`config.mk`:
```
export PLATFORM = sky130hd
export DESIGN_NAME = timer_irq
export DESIGN_NICKNAME = d
export VERILOG_FILES = /design/src/rtl/timer_irq.sv
export SDC_FILE = /design/constraint.sdc
export NUM_CORES = 1
export LEC_CHECK = 0
export CAP_MARGIN = 20
export CORE_ASPECT_RATIO = 0.5
export CORE_MARGIN = 5
export CORE_UTILIZATION = 34
export DETAILED_ROUTE_END_ITERATION = 16
export PLACE_DENSITY = 0.54
export SYNTH_ARGS = -nofsm -noshare
export SYNTH_HDL_FRONTEND = slang
export SYNTH_SLANG_ARGS = --single-unit
```
`constraint.sdc`:
```
create_clock -name clk -period 7.4 [get_ports clk]
set_input_delay 1.48 -clock clk [delete_from_list [all_inputs] [get_ports clk]]
set_output_delay 1.48 -clock clk [all_outputs]
set_load 0.01 [all_outputs]
```
`src/rtl/timer_irq.sv`:
```
// timer_irq: programmable down-counting bus timer; raises a level IRQ on terminal count until software writes CTRL/PRESET.
// Define TIMER_PRESCALE_EN to add the PSC prescaler register at Addr 3.
module timer_irq #(
    parameter int CNT_W = 32,
    parameter int PSC_W = 8
) (
    input  logic        clk,
    input  logic        rst_n,
    input  logic [1:0]  Addr,
    input  logic        We,
    input  logic [31:0] DIn,
    output logic [31:0] DOut,
    output logic        IRQ
);

    typedef enum logic [1:0] {
        IDLE = 2'd0,
        LOAD = 2'd1,
        CNT  = 2'd2
    } state_e;

    localparam logic [1:0] ADDR_CTRL   = 2'd0;
    localparam logic [1:0] ADDR_PRESET = 2'd1;
    localparam logic [1:0] ADDR_COUNT  = 2'd2;
    localparam logic [1:0] ADDR_PSC    = 2'd3;
    localparam logic [1:0] MODE_RELOAD = 2'b01;

    state_e           state_q, state_d;
    logic             en_q, en_d;
    logic [1:0]       mode_q, mode_d;
    logic             im_q, im_d;
    logic [CNT_W-1:0] preset_q, preset_d;
    logic [CNT_W-1:0] count_q, count_d;
    logic             pending_q, pending_d;

    logic             ctrl_wr;
    logic             preset_wr;
    logic             tick;
    logic             term_hit;
    logic             hw_en_clr;
    logic [PSC_W-1:0] psc_val;

    assign ctrl_wr   = We && (Addr == ADDR_CTRL);
    assign preset_wr = We && (Addr == ADDR_PRESET);

`ifdef TIMER_PRESCALE_EN
    logic [PSC_W-1:0] psc_q, psc_d;
    logic [PSC_W-1:0] psc_cnt_q, psc_cnt_d;

    // The counting stage only acts on the cycle the prescaler wraps.
    assign tick    = (psc_cnt_q == psc_q);
    assign psc_val = psc_q;

    always_comb begin
        psc_d     = psc_q;
        psc_cnt_d = psc_cnt_q;
        if (We && (Addr == ADDR_PSC)) begin
            psc_d = DIn[PSC_W-1:0];
        end
        if (state_q == LOAD) begin
            psc_cnt_d = '0;
        end else if (state_q == CNT) begin
            psc_cnt_d = tick ? '0 : psc_cnt_q + PSC_W'(1);
        end
    end

    always_ff @(posedge clk or negedge rst_n) begin
        if (!rst_n) begin
            psc_q     <= '0;
            psc_cnt_q <= '0;
        end else begin
            psc_q     <= psc_d;
            psc_cnt_q <= psc_cnt_d;
        end
    end
`else
    assign tick    = 1'b1;
    assign psc_val = '0;
`endif

    // Terminal check comes before the decrement, so COUNT never wraps below zero.
    always_comb begin
        state_d   = state_q;
        count_d   = count_q;
        term_hit  = 1'b0;
        hw_en_clr = 1'b0;
        case (state_q)
            IDLE: begin
                if (en_q) begin
                    state_d = LOAD;
                end
            end
            LOAD: begin
                count_d = preset_q;
                state_d = CNT;
            end
            CNT: begin
                if (!en_q) begin
                    state_d = IDLE;
                end else if (tick) begin
                    if (count_q != '0) begin
                        count_d = count_q - CNT_W'(1);
                    end else begin
                        term_hit = 1'b1;
                        if (mode_q == MODE_RELOAD) begin
                            state_d = LOAD;
                        end else begin
                            hw_en_clr = 1'b1;
                            state_d   = IDLE;
                        end
                    end
                end
            end
            default: begin
                state_d = IDLE;
            end
        endcase
    end

    // Software CTRL writes override the hardware EN clear; a terminal count overrides a pending clear.
    always_comb begin
        en_d      = en_q;
        mode_d    = mode_q;
        im_d      = im_q;
        preset_d  = preset_q;
        pending_d = pending_q;
        if (hw_en_clr) begin
            en_d = 1'b0;
        end
        if (ctrl_wr) begin
            en_d   = DIn[0];
            mode_d = DIn[2:1];
            im_d   = DIn[3];
        end
        if (preset_wr) begin
            preset_d = DIn[CNT_W-1:0];
        end
        if (term_hit) begin
            pending_d = 1'b1;
        end else if (ctrl_wr || preset_wr) begin
            pending_d = 1'b0;
        end
    end

    always_ff @(posedge clk or negedge rst_n) begin
        if (!rst_n) begin
            state_q   <= IDLE;
            en_q      <= 1'b0;
            mode_q    <= 2'b00;
            im_q      <= 1'b0;
            preset_q  <= '0;
            count_q   <= '0;
            pending_q <= 1'b0;
        end else begin
            state_q   <= state_d;
            en_q      <= en_d;
            mode_q    <= mode_d;
            im_q      <= im_d;
            preset_q  <= preset_d;
            count_q   <= count_d;
            pending_q <= pending_d;
        end
    end

    always_comb begin
        case (Addr)
            ADDR_CTRL:   DOut = {28'b0, im_q, mode_q, en_q};
            ADDR_PRESET: DOut = 32'(preset_q);
            ADDR_COUNT:  DOut = 32'(count_q);
            default:     DOut = 32'(psc_val);
        endcase
    end

    assign IRQ = pending_q & im_q;

endmodule

```
Word-level counts from Yosys, hierarchy flattened:

Cells that the tools add are included.

* shift operators: 0
* eq/ne operators: 9
* bitwise gates (word level): 1
* order comparisons: 0
* divide/modulo/power cells: 0
* add/subtract/negate cells: 1
* multiplexer cells: 20
* reduce and logical (&&, ||, !) cells: 11
* $mul: 0

Operators by type and width (count)
* case mux 32 bit (3 select lines): 1
* two-way mux 32 bit: 2
* case mux 32 bit (2 select lines): 1
* nonzero test 32 bit: 1
* subtractor 32 x 1 -> 32 bit (second input constant): 1
* two-way mux 1 bit: 12
* equality test 2 x 1 -> 1 bit (second input constant): 3
* two-way mux 2 bit: 3
* inequality test 2 bit (second input constant): 3
* case mux 2 bit (3 select lines): 1
* nonzero test 2 bit: 3
* equality test 2 bit (second input constant): 2
* zero test 2 bit: 2
* inequality test 3 bit (second input constant): 1
* AND reduction 3 bit: 1
* logical AND 1 bit: 2
* AND reduction 2 bit: 1
* AND 1 bit: 1
* logical OR 1 bit: 1

* bits in latches: 0
* word-level logic and storage cells: 49
* output and inout bits: 33
* flip-flop bits (word level): 71
* ROM bits: 0
* RAM bits: 0
* input bits: 37
* memories kept: 0

Longest topological paths before layout:

Gate-level depths: netlist of run 1.

* depth in word-level cells: 7
* gate-level depth with buffers: 9
* gate-level depth less buffers: 8

Worst setup path after synthesis of run 1:

OpenSTA, ideal clock, no wires.

* path kind: input -> output
* from: input Addr[1]
* to: output DOut[10]
* path slack: 3.229 ns
* path buffers: 3
* cell stages on the path: 5
* arrival time: 2.691 ns
* required time: 5.920 ns
* path through: clkbuf_1 > nor2b_1 > clkbuf_1 > buf_1 > a22o_1

* longest elaborated chain between the ends: 2
* elaborated cells on any way between the ends: 4
* those cells by class: eq/ne: 2; mux: 1; reduce/logical: 1

Ends and longest elaborated chain
* start: declaration: RTL line 9 `input logic [1:0] Addr,`
* equality test 2 bit, or another cell as far along: RTL line 166 `case (Addr)`
* case mux 32 bit (3 select lines) (*): RTL line 166
* end: declaration: RTL line 12 `output logic [31:0] DOut,`

Every way passes the cells marked *; elsewhere a longest branch is shown, timed or not.

Final worst setup path of run 1:

* from: input Addr[0]
* to: output DOut[13]

Same word-level chain as after synthesis.

==> metrics, run 1 <==
Worst EP required=5920 ps; placer congestion estimate=0.8077; Setup Fix Bufs, Post-CTS=0; Iteration-0 DRC Markers=247; crit end category=output port; final setup margin=2332 ps; internal power=0.001080 W; Slew @ Worst Pin=949.2 ps; Fin. Hold Viols=0; vias in the first global route=3274; cts repair resizes=0; Synth top area share=45.28%; Yosys Warn Count=0; WS Path Type=input port to output port; Area growth syn-to-layout=28.06%; synth top area cells=dfrtp_1 45%, mux2_2 9.8%, a22o_1 7.6%; Max-Cap Viols=0; register area share after synthesis=45.28%; HPWL after DPL=7.989 mm; Final setup violation count=0; NumNets Final=498; final setup TNS=0 ps; Clock Latency Late Sink=330 ps; # IOs=70; diode count=0; Max-Slew Margin vs Limit=36.72%; I/O Buffers=69; CTS clk-pin slew, worst paths=60 ps; syn_nets=442; fin. max-slew vios=0; Hold WC Path Type=register to register; routed via count=3414; largest net degree at the start of global routing=72; syn_area_per_cell=9.712 sq um; net switching fraction of the power=38.58%; Std-Cell Rows=27; All-Layer GR Usage=16.71%; H-tree depth=3; antenna violations before repair=0; sequential share of power=39.1%; post-route ant nets=0; GR Overflow Total=0; drt via density=5.597; most frequent cell after synthesis=dfrtp_1; initial core utilization=35.20%; Worst Skew=4.431 ps; drt total wl=11.38 mm; CTS tree=built; share of cells above drive strength 1=14.62%; cell area after synthesis=3924 sq um; CP Max Fanout=33; Async SR Flop Fraction=100.0%; drt drc=0; Leak=1.984 nW; Worst EP arrival=3590 ps; Top FF cell, synth=dfrtp_1; net switching power=0.0006783 W; Synth top cells by count=71 x dfrtp_1, 36 x nand2_1, 34 x a22o_1, 34 x mux2_2, 31 x o21ai_0; Critical Path Start Type=input port; Gate power share=36.4%; CTS Hold Bufs=0; Cells after Synth=404; WL/cell=18.66 um; CTS max path bufs=2; status=completed; Post-synth EDFFs=0; Period Utilization, post-route=68.48%; Max Freq=197.3 MHz; first-pass GRT wire length=18.37 mm; flops & latches, synth=71; cts bufs inserted=9; CORE AREA=11150 sq um; CTS Sinks=71; Synth cell types=50; die area=13920 sq um; Chip Height=85.96 um; Yosys top cell by area=dfrtp_1; Final Critical Period=5068 ps; dpl ws=2311 ps; Clock Tree Root=clkbuf_16; Pre-Repair DR Iteration Count=5; Power Density=349.9 nW/um^2; unrepaired setup endpoints after global routing=false; clock share of power=24.5%; maximum vdd ir drop=0.1497 mV; Die Wd=161.9 um
-- power groups by stage --
stage | clock network (W) | logic (W) | registers, W
2_1_floorplan | 0 | 0.000470 | 0.000615
3_3_place_gp | 0 | 0.000631 | 0.000689
4_1_cts | 0.000439 | 0.000639 | 0.000685
5_1_grt | 0.000458 | 0.000717 | 0.000711
6_report | 0.000431 | 0.000639 | 0.000687
3_5_place_dp | 0 | 0.000637 | 0.000690
-- through the flow --
step,hold WS (ps),total power [W],instance area [sq um],util [%],cells
after floorplan,442.2,0.001085,3924,-,404
after global placement,472.3,0.001320,4733,42.46,594
after detailed placement,467.1,0.001327,4733,42.46,594
after CTS,479.9,0.001763,5025,45.07,610
after global routing,514.5,0.001886,5025,45.07,610
final,477.0,0.001758,5025,45.07,610
-- metal layers --
metal / vias to the layer above / wire length, um / GRT usage, %
li1: 1652 / - / -
met1: 1663 / 6143 / 26.23
met2: 94 / 4551 / 22.90
met3: 5 / 626 / 4.177
met4: 0 / 62 / 3.223
met5: - / 0 / 0
-- layout make-up --
class	count	area, sq um
Fill cell	1085	6123
Clock buffer	12	246.5
Timing Repair Buffer	76	738.2
Sequential cell	71	1777
Inverter	7	26.28
Tap cell	145	181.4
Clock inverter	4	45.04
Multi-Input combinational cell	295	2011
-- registers in the layout (all words and copies together) (netlist names) --
name,flops
state_q,2
en_q,1
pending_q,1
count_q,32
im_q,1
preset_q,32
mode_q,2
-- worst max-delay path, stage by stage --
cell and delay [ps]:
clkdlybuf4s50_1 590, nor2b_4 700, a22o_1 270, clkdlybuf4s50_1 540
-- layout by cell type, fill, tap and decap left out, drive strengths merged, types with 6 or more instances in the layout --
master,instances
a21oi,22
a22o,34
a22oi,6
buf,8
clkbuf,12
clkdlybuf4s50,68
dfrtp,71
inv,7
mux2,34
nand2,36
nand3,11
nor2,23
nor3,14
nor4,8
o21ai,34
o22ai,6
or4,6
-- path summary, 6_finish.rpt --
kind | startpoint | to | slack (ps) | depth (start not counted)
worst max-delay path | Addr[0] | DOut[13] | 2330 | 4
worst min-delay path | pending_q$_DFFE_PN0P_ | pending_q$_DFFE_PN0P_ | 480 | 2
worst max register to register | count_q[0]$_DFFE_PN0P_ | count_q[21]$_DFFE_PN0P_ | 4150 | 7
worst min register to register | pending_q$_DFFE_PN0P_ | pending_q$_DFFE_PN0P_ | 480 | 2
max in group asynchronous | rst_n | preset_q[16]$_DFFE_PN0P_ | 5410 | 2
min in group asynchronous | rst_n | preset_q[5]$_DFFE_PN0P_ | 1370 | 2
-- cell families after synthesis --
kind of cell	synth area share, %
buffers and inverters	3.795
and+or+nand+nor	16.33
muxes	11.03
adders and majority gates	0.3188
DFF	45.28
AOI/OAI and AO/OA	23.25
Power figures use the tool's default switching activity.
==> run 2: changes to the inputs <==
--- a/config.mk
+++ b/config.mk
@@ -10,7 +10,7 @@
 export CORE_MARGIN = 5
 export CORE_UTILIZATION = 34
 export DETAILED_ROUTE_END_ITERATION = 16
-export PLACE_DENSITY = 0.54
+export PLACE_DENSITY = 0.56
 export SYNTH_ARGS = -nofsm -noshare
 export SYNTH_HDL_FRONTEND = slang
 export SYNTH_SLANG_ARGS = --single-unit
==> constraint.sdc (replaced) <==
create_clock -name clk -period 4.5 [get_ports clk]
set_input_delay 0.9 -clock clk [delete_from_list [all_inputs] [get_ports clk]]
set_output_delay 0.9 -clock clk [all_outputs]
set_load 0.01 [all_outputs]
==> metrics, run 2 (synthesis results as in run 1) <==
status=completed; share of cells above drive strength 1=15.60%; Final Critical Period=3692 ps; Fin. Hold Viols=0; most frequent cells in the layout=71 x dfrtp_1, 68 x clkdlybuf4s50_1, 36 x nand2_1; diode count=0; largest net degree at the start of global routing=40; slowest CP cell=clkdlybuf4s50_1; Worst EP required=3600 ps; drt total wl=11.44 mm; Iteration-0 DRC Markers=338; drt drc=0; total power=0.002883 W; CP Max Fanout=12; commonest non-fill, non-tap cell in the layout=dfrtp_1; All-Layer GR Usage=16.74%; Largest regs=count_q (32), preset_q (32); Critical Path Start Type=input port; Clock Tree Root=clkbuf_16; Leak=1.987 nW; Worst EP arrival=2790 ps; unrepaired setup endpoints after global routing=false; fin. max-slew vios=0; internal power=0.001759 W; initial core utilization=35.20%; final setup TNS=0 ps; Pre-Repair DR Iteration Count=5; Max-Cap Viols=0; final setup margin=808.4 ps; Max-Slew Margin vs Limit=41.23%; # fillers=1075; vias in the first global route=3240; GR Overflow Total=0; antenna violations before repair=0; HPWL after DPL=8.310 mm; cts repair resizes=0; Chip Height=85.96 um; Std-Cell Rows=27; drt via density=5.670; die area=13920 sq um; Period Utilization, post-route=82.04%; Gate power share=36.7%; CP peak stage delay=670 ps; Final setup violation count=0; Hold WC Path Type=register to register; Worst Skew=8.264 ps; Worst path most repeated cell=clkdlybuf4s50_1; Die Wd=161.9 um; Slew @ Worst Pin=881.5 ps; worst path cell trace=clkdlybuf4s50_1, nor2b_2, buf_4, a22o_1, clkdlybuf4s50_1; sequential share of power=39.1%; Power Density=571.4 nW/um^2; WS Path Type=input port to output port; net switching power=0.001124 W; Max Freq=270.9 MHz; WL/cell=18.66 um; I/O Buffers=69; CTS clk-pin slew, worst paths=50 ps; H-tree depth=3; crit end category=output port; net switching fraction of the power=38.97%; CORE AREA=11150 sq um; clock share of power=24.2%; placer congestion estimate=0.8439; CTS Sinks=71; dpl ws=838.4 ps; maximum vdd ir drop=0.2086 mV; Setup Fix Bufs, Post-CTS=0; cts bufs inserted=9; first-pass GRT wire length=18.29 mm; routed via count=3476; CTS Hold Bufs=0; post-route ant nets=0; # IOs=70; Clock Latency Late Sink=340 ps; CTS max path bufs=2; CTS tree=built; NumNets Final=502; Area growth syn-to-layout=28.60%
## run 2: cell types whose count changed in the layout (fill, tap and decap cells not counted)
cell,delta
nor2b_2,+1
buf_4,+4
clkinvlp_4,+3
nor2b_4,-1
clkbuf_8,-1
clkinv_2,-1
clkbuf_1,-2
## run 2: worst paths after layout
path | startpoint | endpoint | slack [ps] | cells after the start
setup / recovery | Addr[1] | DOut[28] | 810 | 5
hold / removal | pending_q$_DFFE_PN0P_ | pending_q$_DFFE_PN0P_ | 510 | 2
setup reg to reg | count_q[0]$_DFFE_PN0P_ | count_q[27]$_DFFE_PN0P_ | 1420 | 7
hold reg to reg | pending_q$_DFFE_PN0P_ | pending_q$_DFFE_PN0P_ | 510 | 2
max in group asynchronous | rst_n | preset_q[17]$_DFFE_PN0P_ | 2850 | 2
min in group asynchronous | rst_n | preset_q[6]$_DFFE_PN0P_ | 680 | 1
## run 2: through the flow
step	area [sq um]	cells	hold slack, ps	utilization [%]
2_1_floorplan	3924	404	442.2	-
3_3_place_gp	4758	598	500.6	42.68
3_5_place_dp	4758	598	510.6	42.68
4_1_cts	5046	613	521.7	45.26
5_1_grt	5046	613	545.7	45.26
6_report	5046	613	509.7	45.26
## run 2: worst max-delay path, delay by kind of cell
family / cells / cell delay [ps]
buffers and inverters: 3 / 1440
and+or+nand+nor: 1 / 230
AOI/OAI and AO/OA: 1 / 200
## run 2: per-layer routing
layer	wire length [um]	global-route usage, %	up-vias
li1	-	-	1657
met1	6388	27.58	1702
met2	4344	21.27	106
met3	600	3.937	11
met4	104	3.761	0
met5	0	0	-
## run 2: cell type report
cell class	count	area, sq um	area share [%]
Sequential cell	71	1777	35.21
Clock buffer	9	225.2	4.463
Clock inverter	6	62.56	1.240
Tap cell	145	181.4	3.595
Inverter	7	26.28	0.5207
Timing Repair Buffer	80	768.2	15.22
Multi-Input combinational cell	295	2006	39.75
## run 2: power by group through the flow
stage	combinational, W	clock [W]	sequential (W)
6_report	0.00106	0.000696	0.00113
5_1_grt	0.00118	0.000738	0.00116
4_1_cts	0.00106	0.000706	0.00112
3_5_place_dp	0.00106	0	0.00113
3_3_place_gp	0.00104	0	0.00113
2_1_floorplan	0.000772	0	0.00101
==> run 3: changes to the inputs <==
--- a/config.mk
+++ b/config.mk
@@ -10,7 +10,7 @@
 export CORE_MARGIN = 5
 export CORE_UTILIZATION = 34
 export DETAILED_ROUTE_END_ITERATION = 16
-export PLACE_DENSITY = 0.56
+export PLACE_DENSITY = 0.54
 export SYNTH_ARGS = -nofsm -noshare
 export SYNTH_HDL_FRONTEND = slang
 export SYNTH_SLANG_ARGS = --single-unit
==> constraint.sdc (replaced) <==
create_clock -name clk -period 3.8 [get_ports clk]
set_input_delay 0.76 -clock clk [delete_from_list [all_inputs] [get_ports clk]]
set_output_delay 0.76 -clock clk [all_outputs]
set_load 0.01 [all_outputs]
==> metrics, run 3 (synthesis results as in run 1) <==
status=completed; NumNets Final=509; die area=13920 sq um; share of cells above drive strength 1=16.42%; commonest non-fill, non-tap cell in the layout=dfrtp_1; Power Density=663.7 nW/um^2; Std-Cell Rows=27; Iteration-0 DRC Markers=219; unrepaired setup endpoints after global routing=false; Fin. Hold Viols=0; Hold WC Path Type=input port to asynchronous set/reset pin; Max Freq=293.9 MHz; Max-Cap Viols=0; vias in the first global route=3341; Worst Skew=6.546 ps; diode count=0; Chip Height=85.96 um; Leak=2.014 nW; CTS Hold Bufs=0; Clock Tree Root=clkbuf_16; post-route ant nets=0; Area growth syn-to-layout=29.40%; WS Path Type=input port to output port; fin. max-slew vios=0; DP Area=4811 sq um; Die Wd=161.9 um; most frequent cells in the layout=71 x dfrtp_1, 68 x clkdlybuf4s50_1, 36 x nand2_1; CTS max path bufs=2; antenna violations before repair=0; routed via count=3485; All-Layer GR Usage=16.89%; final setup TNS=0 ps; # IOs=70; CTS clk-pin slew, worst paths=50 ps; Slew @ Worst Pin=776.8 ps; # fillers=1088; H-tree depth=3; Final setup violation count=0; Largest regs=count_q (32), preset_q (32); maximum vdd ir drop=0.2989 mV; drt drc=0; CTS tree=built; I/O Buffers=69; first-pass GRT wire length=18.49 mm; Pre-Repair DR Iteration Count=4; GR Overflow Total=0; Worst EP required=3040 ps; WL/cell=18.59 um; HPWL after DPL=8.327 mm; Worst EP arrival=2640 ps; drt via density=5.621; CORE AREA=11150 sq um; Critical Path Start Type=input port; CP Max Fanout=12; placer congestion estimate=0.8365; drt total wl=11.53 mm; Clock Latency Late Sink=340 ps; initial core utilization=35.20%; WHS=406.6 ps; Max-Slew Margin vs Limit=48.10%; largest net degree at the start of global routing=49; Setup Fix Bufs, Post-CTS=0; cts repair resizes=0; CTS Sinks=71; cts bufs inserted=9; Final Critical Period=3403 ps; final instance area=5077 sq um; crit end category=output port; Period Utilization, post-route=89.55%
==> run 3: cell types whose count changed in the layout (fill, tap and decap cells not counted) <==
cell / delta
clkinvlp_4: -1
clkbuf_1: +2
bufinv_16: -1
clkinv_2: -1
clkbuf_8: +1
buf_4: +7
==> run 3: through the flow <==
| step | utilization (%) | power, W | std cells | setup WS [ps] |
|---|---|---|---|---|
| 2_1_floorplan | - | 0.002113 | 404 | 1069 |
| 3_3_place_gp | 43.15 | 0.002593 | 605 | 413.6 |
| 3_5_place_dp | 43.15 | 0.002605 | 605 | 409.5 |
| 4_1_cts | 45.54 | 0.003388 | 620 | 399.1 |
| 5_1_grt | 45.54 | 0.003607 | 620 | 300.6 |
| 6_report | 45.54 | 0.003370 | 620 | 397.1 |
==> run 3: path summary, 6_finish.rpt <==
check                           slack [ps]  cells past startpoint                       end                     from
worst max-delay path                   400                      5                  DOut[28]                  Addr[1]
worst min-delay path                   410                      2   preset_q[6]$_DFFE_PN0P_                    rst_n
worst max register to register        1020                      5   count_q[23]$_DFFE_PN0P_  count_q[15]$_DFFE_PN0P_
worst min register to register         530                      2     pending_q$_DFFE_PN0P_    pending_q$_DFFE_PN0P_
max in group asynchronous             2800                      2  preset_q[22]$_DFFE_PN0P_                    rst_n
min in group clk                       530                      2     pending_q$_DFFE_PN0P_    pending_q$_DFFE_PN0P_
==> run 3: cell type report <==
type                            instances  area (sq um)  share of cell area [%]
Clock inverter                          3         20.02                  0.3943
Sequential cell                        71          1777                   34.99
Inverter                                7         26.28                  0.5175
Timing Repair Buffer                   87         820.8                   16.17
Multi-Input combinational cell        295          2006                   39.50
Tap cell                              145         181.4                   3.573
Clock buffer                           12         246.5                   4.855
==> run 3: critical path: stages <==
cell             delay (ps)
clkdlybuf4s50_1         660
nor2b_2                 220
buf_4                   230
a22o_1                  210
clkdlybuf4s50_1         550
==> run 3: where the power goes <==
part	switching, W	leakage (nW)	internal, W	total (W)
clock	0.000313	0.125	0.000455	0.000768
sequential	0.000334	0.861	0.000999	0.00133
combinational	0.000670	1.03	0.000599	0.00127
total	0.00132	2.01	0.00205	0.00337
==> run 3: per-layer routing <==
layer / global-route usage, % / up-vias / part of all wire [%] / routed length [um]
met4: 5.219 / 0 / 1.2 / 138
met5: 0 / - / 0 / 0
li1: - / 1668 / - / -
met1: 26.21 / 1707 / 53 / 6113
met2: 23.20 / 99 / 39 / 4521
met3: 3.409 / 11 / 6.5 / 751
